## src/rtl/count_enable_mc_pkg.sv

```systemverilog
// Shared types for the multi-channel tick generator: channel modes, resync selects,
// channel FSM states and the control-path edge strobe bundle.
package count_enable_mc_pkg;

  typedef enum logic {
    MODE_FREE    = 1'b0,
    MODE_ONESHOT = 1'b1
  } tick_mode_e;

  typedef enum logic [1:0] {
    RS_NONE = 2'd0,
    RS_RISE = 2'd1,
    RS_FALL = 2'd2,
    RS_BOTH = 2'd3
  } resync_sel_e;

  typedef enum logic [1:0] {
    IDLE = 2'd0,
    RUN  = 2'd1,
    DONE = 2'd2
  } tick_ch_state_e;

  typedef struct packed {
    logic rising;
    logic falling;
  } edges_t;

  function automatic logic resync_hit(input edges_t e, input resync_sel_e sel);
    return (e.rising  && (sel == RS_RISE || sel == RS_BOTH)) ||
           (e.falling && (sel == RS_FALL || sel == RS_BOTH));
  endfunction

endpackage

```

## src/rtl/count_enable_ch.sv

```systemverilog
// One tick channel: divides i_clk by a divisor latched at period boundaries, free or one-shot.
// All outputs registered, one cycle after the inputs that cause them; never stalls.
module count_enable_ch
  import count_enable_mc_pkg::*;
#(
  parameter int CNT_W       = 16,
  parameter int DEFAULT_DIV = 5
) (
  input  logic              i_clk,
  input  logic              i_reset_n,
  input  edges_t            edges,
  input  logic              enable,
  input  tick_mode_e        mode,
  input  resync_sel_e       resync_sel,
  input  logic [CNT_W-1:0]  div,
  output logic              tick,
  output logic [CNT_W-1:0]  count,
  output logic              done
);

  tick_ch_state_e   state;
  tick_mode_e       mode_q;
  logic [CNT_W-1:0] div_q;
  logic [CNT_W-1:0] div_eff;
  logic             resync;
  logic             wrap;

  // Divisors 0 and 1 both mean "tick every cycle".
  assign div_eff = (div <= CNT_W'(1)) ? CNT_W'(1) : div;
  assign resync  = resync_hit(edges, resync_sel);
  assign wrap    = (count == div_q - CNT_W'(1));

  always_ff @(posedge i_clk or negedge i_reset_n) begin
    if (!i_reset_n) begin
      state  <= IDLE;
      count  <= '0;
      div_q  <= CNT_W'(DEFAULT_DIV);
      mode_q <= MODE_FREE;
      tick   <= 1'b0;
      done   <= 1'b0;
    end else begin
      tick <= 1'b0;
      if (!enable) begin
        state <= IDLE;
        count <= '0;
        done  <= 1'b0;
      end else begin
        case (state)
          IDLE: begin
            state  <= RUN;
            count  <= '0;
            div_q  <= div_eff;
            mode_q <= mode;
          end
          RUN, DONE: begin
            // A resync restarts the period and beats a coincident wrap.
            if (resync) begin
              state  <= RUN;
              count  <= '0;
              done   <= 1'b0;
              div_q  <= div_eff;
              mode_q <= mode;
            end else if (state == RUN) begin
              if (wrap) begin
                count  <= '0;
                tick   <= 1'b1;
                div_q  <= div_eff;
                mode_q <= mode;
                if (mode_q == MODE_ONESHOT) begin
                  state <= DONE;
                  done  <= 1'b1;
                end
              end else begin
                count <= count + CNT_W'(1);
              end
            end
          end
          default: begin
            state <= IDLE;
            count <= '0;
            done  <= 1'b0;
          end
        endcase
      end
    end
  end

endmodule

```

## src/rtl/count_enable_mc.sv

```systemverilog
// Multi-channel programmable clock-enable generator; channels are independent and share i_edges.
// Outputs registered per channel, one cycle after inputs; no backpressure.
module count_enable_mc
  import count_enable_mc_pkg::*;
#(
  parameter int NUM_CH      = 4,
  parameter int CNT_W       = 16,
  parameter int DEFAULT_DIV = 5
) (
  input  logic                           i_clk,
  input  logic                           i_reset_n,
  input  edges_t                         i_edges,
  input  logic [NUM_CH-1:0]              i_enable,
  input  tick_mode_e [NUM_CH-1:0]        i_mode,
  input  resync_sel_e [NUM_CH-1:0]       i_resync_sel,
  input  logic [NUM_CH-1:0][CNT_W-1:0]   i_div,
  output logic [NUM_CH-1:0]              o_tick,
  output logic [NUM_CH-1:0][CNT_W-1:0]   o_count,
  output logic [NUM_CH-1:0]              o_done
);

  for (genvar g = 0; g < NUM_CH; g++) begin : g_ch
    count_enable_ch #(
      .CNT_W       (CNT_W),
      .DEFAULT_DIV (DEFAULT_DIV)
    ) u_ch (
      .i_clk      (i_clk),
      .i_reset_n  (i_reset_n),
      .edges      (i_edges),
      .enable     (i_enable[g]),
      .mode       (i_mode[g]),
      .resync_sel (i_resync_sel[g]),
      .div        (i_div[g]),
      .tick       (o_tick[g]),
      .count      (o_count[g]),
      .done       (o_done[g])
    );
  end

endmodule
```

## config.mk

```make
export PLATFORM = sky130hd
export DESIGN_NAME = count_enable_mc
export DESIGN_NICKNAME = d
export VERILOG_FILES = /design/src/rtl/count_enable_mc_pkg.sv /design/src/rtl/count_enable_ch.sv /design/src/rtl/count_enable_mc.sv
export SDC_FILE = /design/constraint.sdc
export NUM_CORES = 1
export LEC_CHECK = 0
export CAP_MARGIN = 20
export CORE_UTILIZATION = 55
export DETAILED_ROUTE_END_ITERATION = 8
export PLACE_DENSITY = 0.81
export SLEW_MARGIN = 10
export SYNTH_ARGS = -nofsm -noshare
export SYNTH_HDL_FRONTEND = slang
export SYNTH_SLANG_ARGS = --single-unit
```

## constraint.sdc

```tcl
create_clock -name i_clk -period 4.7 [get_ports i_clk]
set_input_delay 1.41 -clock i_clk [delete_from_list [all_inputs] [get_ports i_clk]]
set_output_delay 1.41 -clock i_clk [all_outputs]
set_load 0.02 [all_outputs]
```

=== Word-level counts from Yosys, hierarchy flattened ===
Cells that the tools add are included.

* Bits of input ports: 84
* Bits in read-only memories: 0
* Logic and storage cells: 252
* Memories kept: 0
* Latch bits: 0
* Memory bits (writable): 0
* Flip-flop bits (word level): 148

* Add/sub/neg operators: 8
* Reduce and logical (&&, ||, !) cells: 44
* Div/mod/pow operators: 0
* Bitwise operators: 0
* Multipliers: 0
* Equal/unequal tests: 48
* Shift-type cells: 0
* Muxes and demuxes: 124
* Order comparisons: 4

{| class="wikitable"
|+ Operator list
! kind !! number
|-
| $mux W16 || 36
|-
| $pmux W16 S2 || 4
|-
| $add A16 B1 Y16 const B || 4
|-
| $eq A16 B16 Y1 || 4
|-
| $le A16 B1 Y1 const B || 4
|-
| $sub A16 B1 Y16 const B || 4
|-
| $mux W1 || 52
|-
| $ne A4 B2 Y1 const B || 12
|-
| $mux W2 || 20
|-
| $reduce_and A4 Y1 || 8
|-
| $eq A2 B2 Y1 const B || 12
|-
| $ne A3 B1 Y1 const B || 8
|-
| $eq A2 B1 Y1 const B || 8
|-
| $pmux W1 S2 || 8
|-
| $pmux W2 S2 || 4
|-
| $logic_or A1 B1 Y1 || 12
|-
| $reduce_and A3 Y1 || 4
|-
| $logic_and A1 B1 Y1 || 8
|-
| $logic_not A2 Y1 || 4
|-
| $ne A2 B2 Y1 const B || 4
|-
| $reduce_bool A2 Y1 || 4
|-
| $reduce_or A2 Y1 || 4
|}

=== Longest topological paths before layout ===
Gate-level depths: netlist of run 1.

* Depth after elaboration: 7
* Mapped depth: 14
* Gate-level depth less buffers: 10

=== Hierarchy ===
From an unflattened synthesis of run 1, not the netlist that was laid out.

* Cells, all modules: 990
* Area total of the unflattened synthesis: 9,801.9 um^2

{| class="wikitable"
|+ By module, submodules not included
! module !! instances !! cells an instance !! area each (um^2) !! sequential area each (um^2)
|-
| count_enable_ch at g_ch[1].u_ch ... || 2 || 247 || 2,457.4 || 928.4
|-
| count_enable_ch at g_ch[3].u_ch || 1 || 243 || 2,449.8 || 928.4
|-
| count_enable_ch at g_ch[0].u_ch || 1 || 253 || 2,437.3 || 928.4
|}

=== Worst setup path before layout of run 1 ===
OpenSTA, ideal clock, no wires.

* Kind: reg2reg
* Start: reg g_ch[2].u_ch.div_q[0]
* End: reg g_ch[2].u_ch.div_q[10]
* Cell stages (with the launch flop): 13
* Arrival time: 3.466 ns
* Setup slack: 1.106 ns
* Required time: 4.572 ns
* Clock period less this slack: 3.594 ns
* Cells stage by stage: dfstp_2 -> buf_2 -> inv_1 -> ha_1 -> buf_2 -> or3_1 -> nor4_1 -> a2111o_1 -> or4b_1 -> a2111o_1 -> o41ai_2 -> buf_4 -> mux2_1

* Cells in the longest elaborated chain, start to end: 4

{| class="wikitable"
|+ RTL lines
! item !! line !! text
|-
| start, declared || count_enable_ch.sv:23 || <nowiki>logic [CNT_W-1:0] div_q;</nowiki>
|-
| start signal, assigned || count_enable_ch.sv:37 || <nowiki>div_q <= CNT_W'(DEFAULT_DIV);</nowiki>
|-
| start signal, assigned || count_enable_ch.sv:52 || <nowiki>div_q <= div_eff;</nowiki>
|-
| start signal, assigned || count_enable_ch.sv:61 || <nowiki>div_q <= div_eff;</nowiki>
|-
| $sub A16 B1 Y16 || count_enable_ch.sv:31 || <nowiki>assign wrap = (count == div_q - CNT_W'(1));</nowiki>
|-
| $eq A16 B16 Y1 || count_enable_ch.sv:31 ||
|-
| $ne A3 B1 Y1 (no source line) || - ||
|-
| $reduce_and A4 Y1 (no source line) || - ||
|}

No other way between the ends.
A chain may end at the register's enable or synchronous reset.

=== Final worst setup path of run 1 ===
* Start: reg g_ch[2].u_ch.div_q[3]
* End: reg g_ch[2].u_ch.count[12]

* Cells in the longest elaborated chain, start to end: 7

{| class="wikitable"
|+ RTL lines
! item !! line !! text
|-
| $sub A16 B1 Y16 || count_enable_ch.sv:31 ||
|-
| $eq A16 B16 Y1 || count_enable_ch.sv:31 ||
|-
| $mux W16 || count_enable_ch.sv:64 || <nowiki>if (wrap) begin</nowiki>
|-
| $mux W16 || count_enable_ch.sv:63 || <nowiki>end else if (state == RUN) begin</nowiki>
|-
| $mux W16 || count_enable_ch.sv:57 || <nowiki>if (resync) begin</nowiki>
|-
| $mux W16 || count_enable_ch.sv:48 || <nowiki>case (state)</nowiki>
|-
| $mux W16 || count_enable_ch.sv:43 || <nowiki>if (!enable) begin</nowiki>
|-
| end signal, assigned || count_enable_ch.sv:74 || <nowiki>count <= count + CNT_W'(1);</nowiki>
|-
| end, declared || count_enable_ch.sv:17 || <nowiki>output logic [CNT_W-1:0] count,</nowiki>
|}

No other way between the ends. The select of a mux whose other input is x is not followed.

==> out/results.tsv, run 1 <==
metric	value	unit
CTS tree	built	
Final ANT Viol Nets	0	
largest net degree at the start of global routing	93	
die height	137	µm
Synth Area per Inst	9.12	µm²
Synth top area share	0.351	
drt pass-1 iters	7	
status	complete, no violations	
Placement Rows	48	
Data required, critical path	5.01	ns
number of global-route vias before repair	8110	
root buffer cell	clkbuf_16	
post_cts resized	0	
slowest stage cell, crit path	nor4_2	
drt drc	0	
Worst-path clk slew	0.06	ns
Worst setup SP type	register	
Ys Warns	0	
upper clock frequency limit	255	MHz
CP Class	reg2reg	
Synth Net Count	1201	
first-pass GRT wire length	41400	µm
maxcap violations	0	
Sink Count	148	
Fin. Hold Viols	0	
Worst-Margin Slew	0.930	ns
die area	18700	µm²
Seq/Total Area, Yosys	0.373	
share of layout cells above drive strength 1	0.0858	
Die Wd	137	µm
multi-input logic area	5790	µm²
core area	17500	µm²
Post-Syn Instances	1093	
setup_tns	0	ns
synth unique cells	75	
Worst Path Arrival	4.24	ns
slack of the critical path	0.772	ns
# fillers	1352	
Post-synth ARST share	1.00	
WL final	25500	µm
Cell Chain, Critical Path	nor4_2, nand4_1, o21ai_0, a21oi_1, nor4_1, or2_1, nand2_1, o311ai_0	
GRT overflow	0	
Starting DRT DRC Count	758	
dpl ws	0.827	ns
PortBufs	155	
Syn-to-layout area delta	22.3	%
critical path fanouts, max	19	
WL/cell	17.6	µm
via count	8932	
cell taking the most area after synthesis	dfrtp_1	
top_reg_cell synth	dfrtp_1	
nets	1320	
area of the mapped netlist	9970	µm²
power per cell area	315	nW/µm²
Hold/Removal Path Class	reg2reg	
post-CTS setup buffers	0	
cts bufs inserted	17	
# IOs	156	
Initial Utilization	0.570	
gpl congestion	0.900	
post-route minimum period	3.93	ns
number of synthesized flops with an enable pin	0	
synth top area cells	dfrtp_1 (35%), xnor2_1 (5.4%), mux2_2 (3.8%), xor2_1 (3.3%), and3_1 (3.0%)	
RSZ-0062 raised after global routing	false	
# hold bufs at CTS	0	
final worst-path cycle share	0.836	
HPWL Detailed	18300	µm
final setup violation count	0	
Crit. End Element	register	
clk buf depth	2	
Leakage	4.81	nW
mean number of vias per cell	6.16	
GRT Util Overall	0.282	
register area	3710	µm²
worst skew pair latency	0.42	ns
max-slew violations	0	
initial antenna violation count	2	
#FFs+latches synth	148	
maximum vdd ir drop	0.000274	V
crit-path max cell delay	0.83	ns
Slew Limit Headroom	0.375	
CTS H-tree lvls	4	
Clock Skews	0.00724	ns
==> area by class of cell <==
type | instances | share of cell area
diodes | 2 | 0.000411
clock buffers | 20 | 0.0367
clock inverters | 11 | 0.0125
inverters | 40 | 0.0123
multi-input cells | 838 | 0.475
flip-flops and latches | 148 | 0.305
well taps | 225 | 0.0231
repair buffers | 167 | 0.135
==> power by group <==
group / switching (mW) / internal [mW]
clock: 0.555 / 0.849
sequential: 0.187 / 1.40
combinational: 0.431 / 0.408
total: 1.17 / 2.66
==> path summary, 6_finish.rpt <==
check,start,endpoint,slack (ns),cells past startpoint
setup / recovery,g_ch[2].u_ch.div_q[3],g_ch[2].u_ch.count[12],0.77,8
min in group asynchronous,i_reset_n,g_ch[2].u_ch.count[4],1.03,1
setup reg to reg,g_ch[2].u_ch.div_q[3],g_ch[2].u_ch.count[12],0.77,8
hold / removal,g_ch[3].u_ch.mode_q,g_ch[3].u_ch.mode_q,0.51,1
hold reg to reg,g_ch[3].u_ch.mode_q,g_ch[3].u_ch.mode_q,0.51,1
max in group asynchronous,i_reset_n,g_ch[3].u_ch.count[3],2.66,2
==> Yosys cell counts, types with 4 or more instances <==
cell	instances
nand4_1	23
nand3_1	54
dfstp_2	8
and3_1	48
a41oi_1	7
clkbuf_1	36
a31oi_1	25
buf_4	11
o22ai_1	4
inv_1	40
a21oi_1	37
dfrtp_1	140
nand4b_1	10
a22o_1	9
buf_2	16
nor2b_1	10
nand3b_1	8
nor3_1	55
or3_1	11
nand2_1	80
a2111o_1	4
or2_2	4
xor2_1	38
nor4_1	26
a221o_1	18
nor3b_1	8
or4_1	11
nand2b_1	12
mux2_2	34
nor4b_1	4
mux2i_1	12
a22oi_1	4
and2_1	9
o21ai_0	47
xnor2_1	62
nor2_1	56
ha_1	24
o211ai_1	7
mux2_1	18
==> critical path: cells and delay by family (launching register included) <==
family | cells | cell delay, ns
DFF | 1 | 0.45
AOI/OAI and AO/OA | 3 | 0.70
and+or+nand+nor | 5 | 2.66
==> per-stage QoR <==
step	hold slack (ns)	std cells	power, mW	utilization	cell area [µm²]
final	0.512	1451	3.83	0.697	12200
after CTS	0.512	1449	3.85	0.697	12200
after detailed placement	0.498	1418	2.44	0.663	11600
after global placement	0.487	1418	2.41	0.663	11600
after global routing	0.529	1450	4.02	0.697	12200
after floorplan	0.458	1093	2.17	-	9970
==> metal layers <==
metal / part of all wire / vias up / track usage / routed length, µm
met5: 0 / - / 0 / 0
met4: 0.017 / 0 / 0.101 / 443
met3: 0.066 / 39 / 0.0500 / 1690
met2: 0.48 / 351 / 0.448 / 12300
met1: 0.43 / 4281 / 0.384 / 11100
li1: - / 4261 / - / -
==> cells by family after synthesis <==
family | after synthesis | synth area share
AOI/OAI and AO/OA | 201 | 0.140
xor gates and xnor gates | 100 | 0.0879
adders and majority gates | 24 | 0.0301
buffers and inverters | 107 | 0.0479
DFF | 148 | 0.373
muxes | 64 | 0.0708
and+or+nand+nor | 449 | 0.251
==> state kept, by name, summed over array words and instances (netlist names) <==
| name | flops |
|---|---|
| g_ch.u_ch.count | 64 |
| g_ch.u_ch.div_q | 64 |
| g_ch.u_ch.done | 4 |
| g_ch.u_ch.mode_q | 4 |
| g_ch.u_ch.state | 8 |
| g_ch.u_ch.tick | 4 |
==> placed cells by master, fill, tap and decap left out, drive strengths merged, types with 23 or more instances in the layout <==
master,Yosys,layout
clkdlybuf4s50,0,154
dfrtp,140,140
nand2,80,80
xnor2,62,62
nor3,58,58
nor2,56,56
nand3,56,56
mux2,52,52
o21ai,49,49
and3,48,48
inv,40,41
xor2,38,38
a21oi,37,37
nor4,29,29
a31oi,25,25
ha,24,24
nand4,23,23
Power figures use the tool's default switching activity.
==> run 2, diff against run 1 <==
Settings changed: CORE_UTILIZATION 55 to 50, PLACE_DENSITY 0.81 to 0.78.
Clock period 4.7 ns to 3.4 ns, I/O delays scaled along.
==> run 2 against run 1 <==
  * The run now ends with negative setup slack left
  * Clock skew up 0.0038 ns
  * Register-to-register slack worse by 0.88 ns
  * Highest routed layer unchanged
  * Hold slack better by 0.0052 ns
  * Sequential share of layout area down 1.4 points
  * Via count up 1.3%
==> out/results.tsv, run 2 (synthesized netlist as in run 1, its figures left out) <==
metric	value	unit	change
Leakage	5.15	nW	+6.9%
status	finished with violations		
post-route minimum period	3.51	ns	-0.421 ns
mean number of vias per cell	5.87		-4.6%
crit path to	g_ch[2].u_ch.div_q[8]		
share of layout cells above drive strength 1	0.143		+0.0576
Hold/Removal Path Class	reg2reg		
largest registers	g_ch.u_ch.count: 64 flops, g_ch.u_ch.div_q: 64 flops, g_ch.u_ch.state: 8 flops		
Starting DRT DRC Count	637		-16%
WL final	26000	µm	+2.1%
initial antenna violation count	0		-2
Sink Count	148		unchanged
final setup violation count	17		+17
CP Class	reg2reg		
commonest non-fill, non-tap cell in the layout	clkdlybuf4s50_1		
slack of the critical path	-0.107	ns	-0.879 ns
RR Startpoint	g_ch[2].u_ch.div_q[0]		
grt met1 use	0.342		-0.0422
drt drc	0		unchanged
R2R cell count	11		+3
Placement Rows	51		+6.3%
maximum vdd ir drop	0.000343	V	+26%
HPWL Detailed	18700	µm	+2.1%
# IOs	156		unchanged
Worst-path clk slew	0.06	ns	about the same
Worst Path Arrival	3.82	ns	-0.42 ns
Crit. End Element	register		
worst reg2reg endpoint	g_ch[2].u_ch.div_q[8]		
first-pass GRT wire length	42400	µm	+2.4%
met3 Usage GRT	0.0382		-0.0118
PortBufs	155		unchanged
Fin. Hold Viols	0		unchanged
WL/cell	16.9	µm	-3.9%
Crit. Startpoint	g_ch[2].u_ch.div_q[0]		
upper clock frequency limit	285	MHz	+12%
dpl ws	-0.0883	ns	-0.915 ns
RSZ-0062 raised after global routing	true		
die height	143	µm	+4.8%
critical path fanouts, max	5		-14
max-slew violations	0		unchanged
Initial Utilization	0.511		-0.0599
Die Wd	143	µm	+4.8%
largest net degree at the start of global routing	65		-30%
Total Power	5.41	mW	+41%
via count	9051		+1.3%
gpl congestion	0.894		-0.61%
# hold bufs at CTS	0		unchanged
Clock Skews	0.0111	ns	+0.00383 ns
register-to-register setup slack	-0.11	ns	-0.88 ns
Worst-Margin Slew	0.784	ns	-0.145 ns
Final ANT Viol Nets	0		unchanged
core area	19500	µm²	+12%
Worst setup SP type	register		
diode count	0		-2
CTS H-tree lvls	4		unchanged
clk buf depth	2		unchanged
drt pass-1 iters	5		-2
number of global-route vias before repair	8619		+6.3%
design area	12800	µm²	+4.9%
root buffer cell	clkbuf_16		
cts bufs inserted	17		unchanged
final core occ	0.655		-0.0425
power per cell area	423	nW/µm²	+35%
failing checks	negative setup slack		
CTS tree	built		
Syn-to-layout area delta	28.3	%	
nets	1371		+3.9%
met2 usage	0.432		-0.0155
most frequent cells in the layout	clkdlybuf4s50_1 (154), dfrtp_1 (140), nand2_1 (79), xnor2_1 (62), buf_4 (57)		
Slew Limit Headroom	0.472		+0.0973
Most Crowded Layer GR	met2		
dpl cell area	12000	µm²	+3.4%
die area	20500	µm²	+9.8%
GRT overflow	0		unchanged
final worst-path cycle share	1.03		+0.196
GRT Util Overall	0.260		-0.0220
maxcap violations	0		unchanged
Data required, critical path	3.71	ns	-1.30 ns
worst skew pair latency	0.43	ns	about the same
==> run 2: how the worst min path moves through the flow <==
stage | depth (start not counted) | endpoint | start | slack [ns]
2_1_floorplan | 1 | g_ch[2].u_ch.mode_q | g_ch[2].u_ch.mode_q | 0.46
3_3_place_gp | 1 | g_ch[3].u_ch.mode_q | g_ch[3].u_ch.mode_q | 0.49
3_5_place_dp | 2 | g_ch[0].u_ch.done | g_ch[0].u_ch.done | 0.50
4_1_cts | 1 | g_ch[2].u_ch.div_q[15] | g_ch[2].u_ch.div_q[15] | 0.51
5_1_grt | 1 | g_ch[3].u_ch.mode_q | g_ch[3].u_ch.mode_q | 0.54
6_report | 1 | g_ch[3].u_ch.mode_q | g_ch[3].u_ch.mode_q | 0.52
==> run 2: layout make-up <==
type | count | area [µm²]
multi-input cells | 839 | 5920
fillers | 1607 | 6740
clock buffers | 19 | 453
inverters | 40 | 150
well taps | 265 | 332
repair buffers | 217 | 2080
clock inverters | 13 | 139
flip-flops and latches | 148 | 3710
==> run 2: worst max-delay path, cell delays in order, from the launching register on <==
cell	delay [ns]
dfstp_2	0.53
inv_2	0.04
ha_4	0.17
or3_4	0.38
nor4_4	0.25
a2111o_1	0.16
or4b_4	0.47
a2111o_1	0.41
o41ai_4	0.32
buf_4	0.20
clkbuf_16	0.15
mux2_4	0.30
==> run 2: metal layers <==
metal	vias up	part of all wire
li1	4382	-
met1	4390	0.45
met2	238	0.49
met3	41	0.042
met4	0	0.019
met5	-	0
==> run 2: metrics by stage <==
stage	instances	TNS, ns	hold slack, ns
3_3_place_gp	1499	0	0.491
4_1_cts	1533	0	0.513
5_1_grt	1541	-3.51	0.542
6_report	1541	-1.30	0.517
3_5_place_dp	1499	-0.651	0.496
2_1_floorplan	1093	0	0.458
==> run 2: where the power goes <==
part           total (mW)  leakage [nW]  switching (mW)  internal, mW
registers            2.17          1.90           0.230          1.94
clock network        1.91         0.283           0.839          1.07
logic                1.33          2.96           0.654         0.677
==> run 2: timing repair <==
item                       in CTS  in global routing
gates resized for setup         4                 26
setup buffers                   2                  6
setup endpoints to repair      22                 25
pin swaps                       0                  6
gates cloned                    0                  2
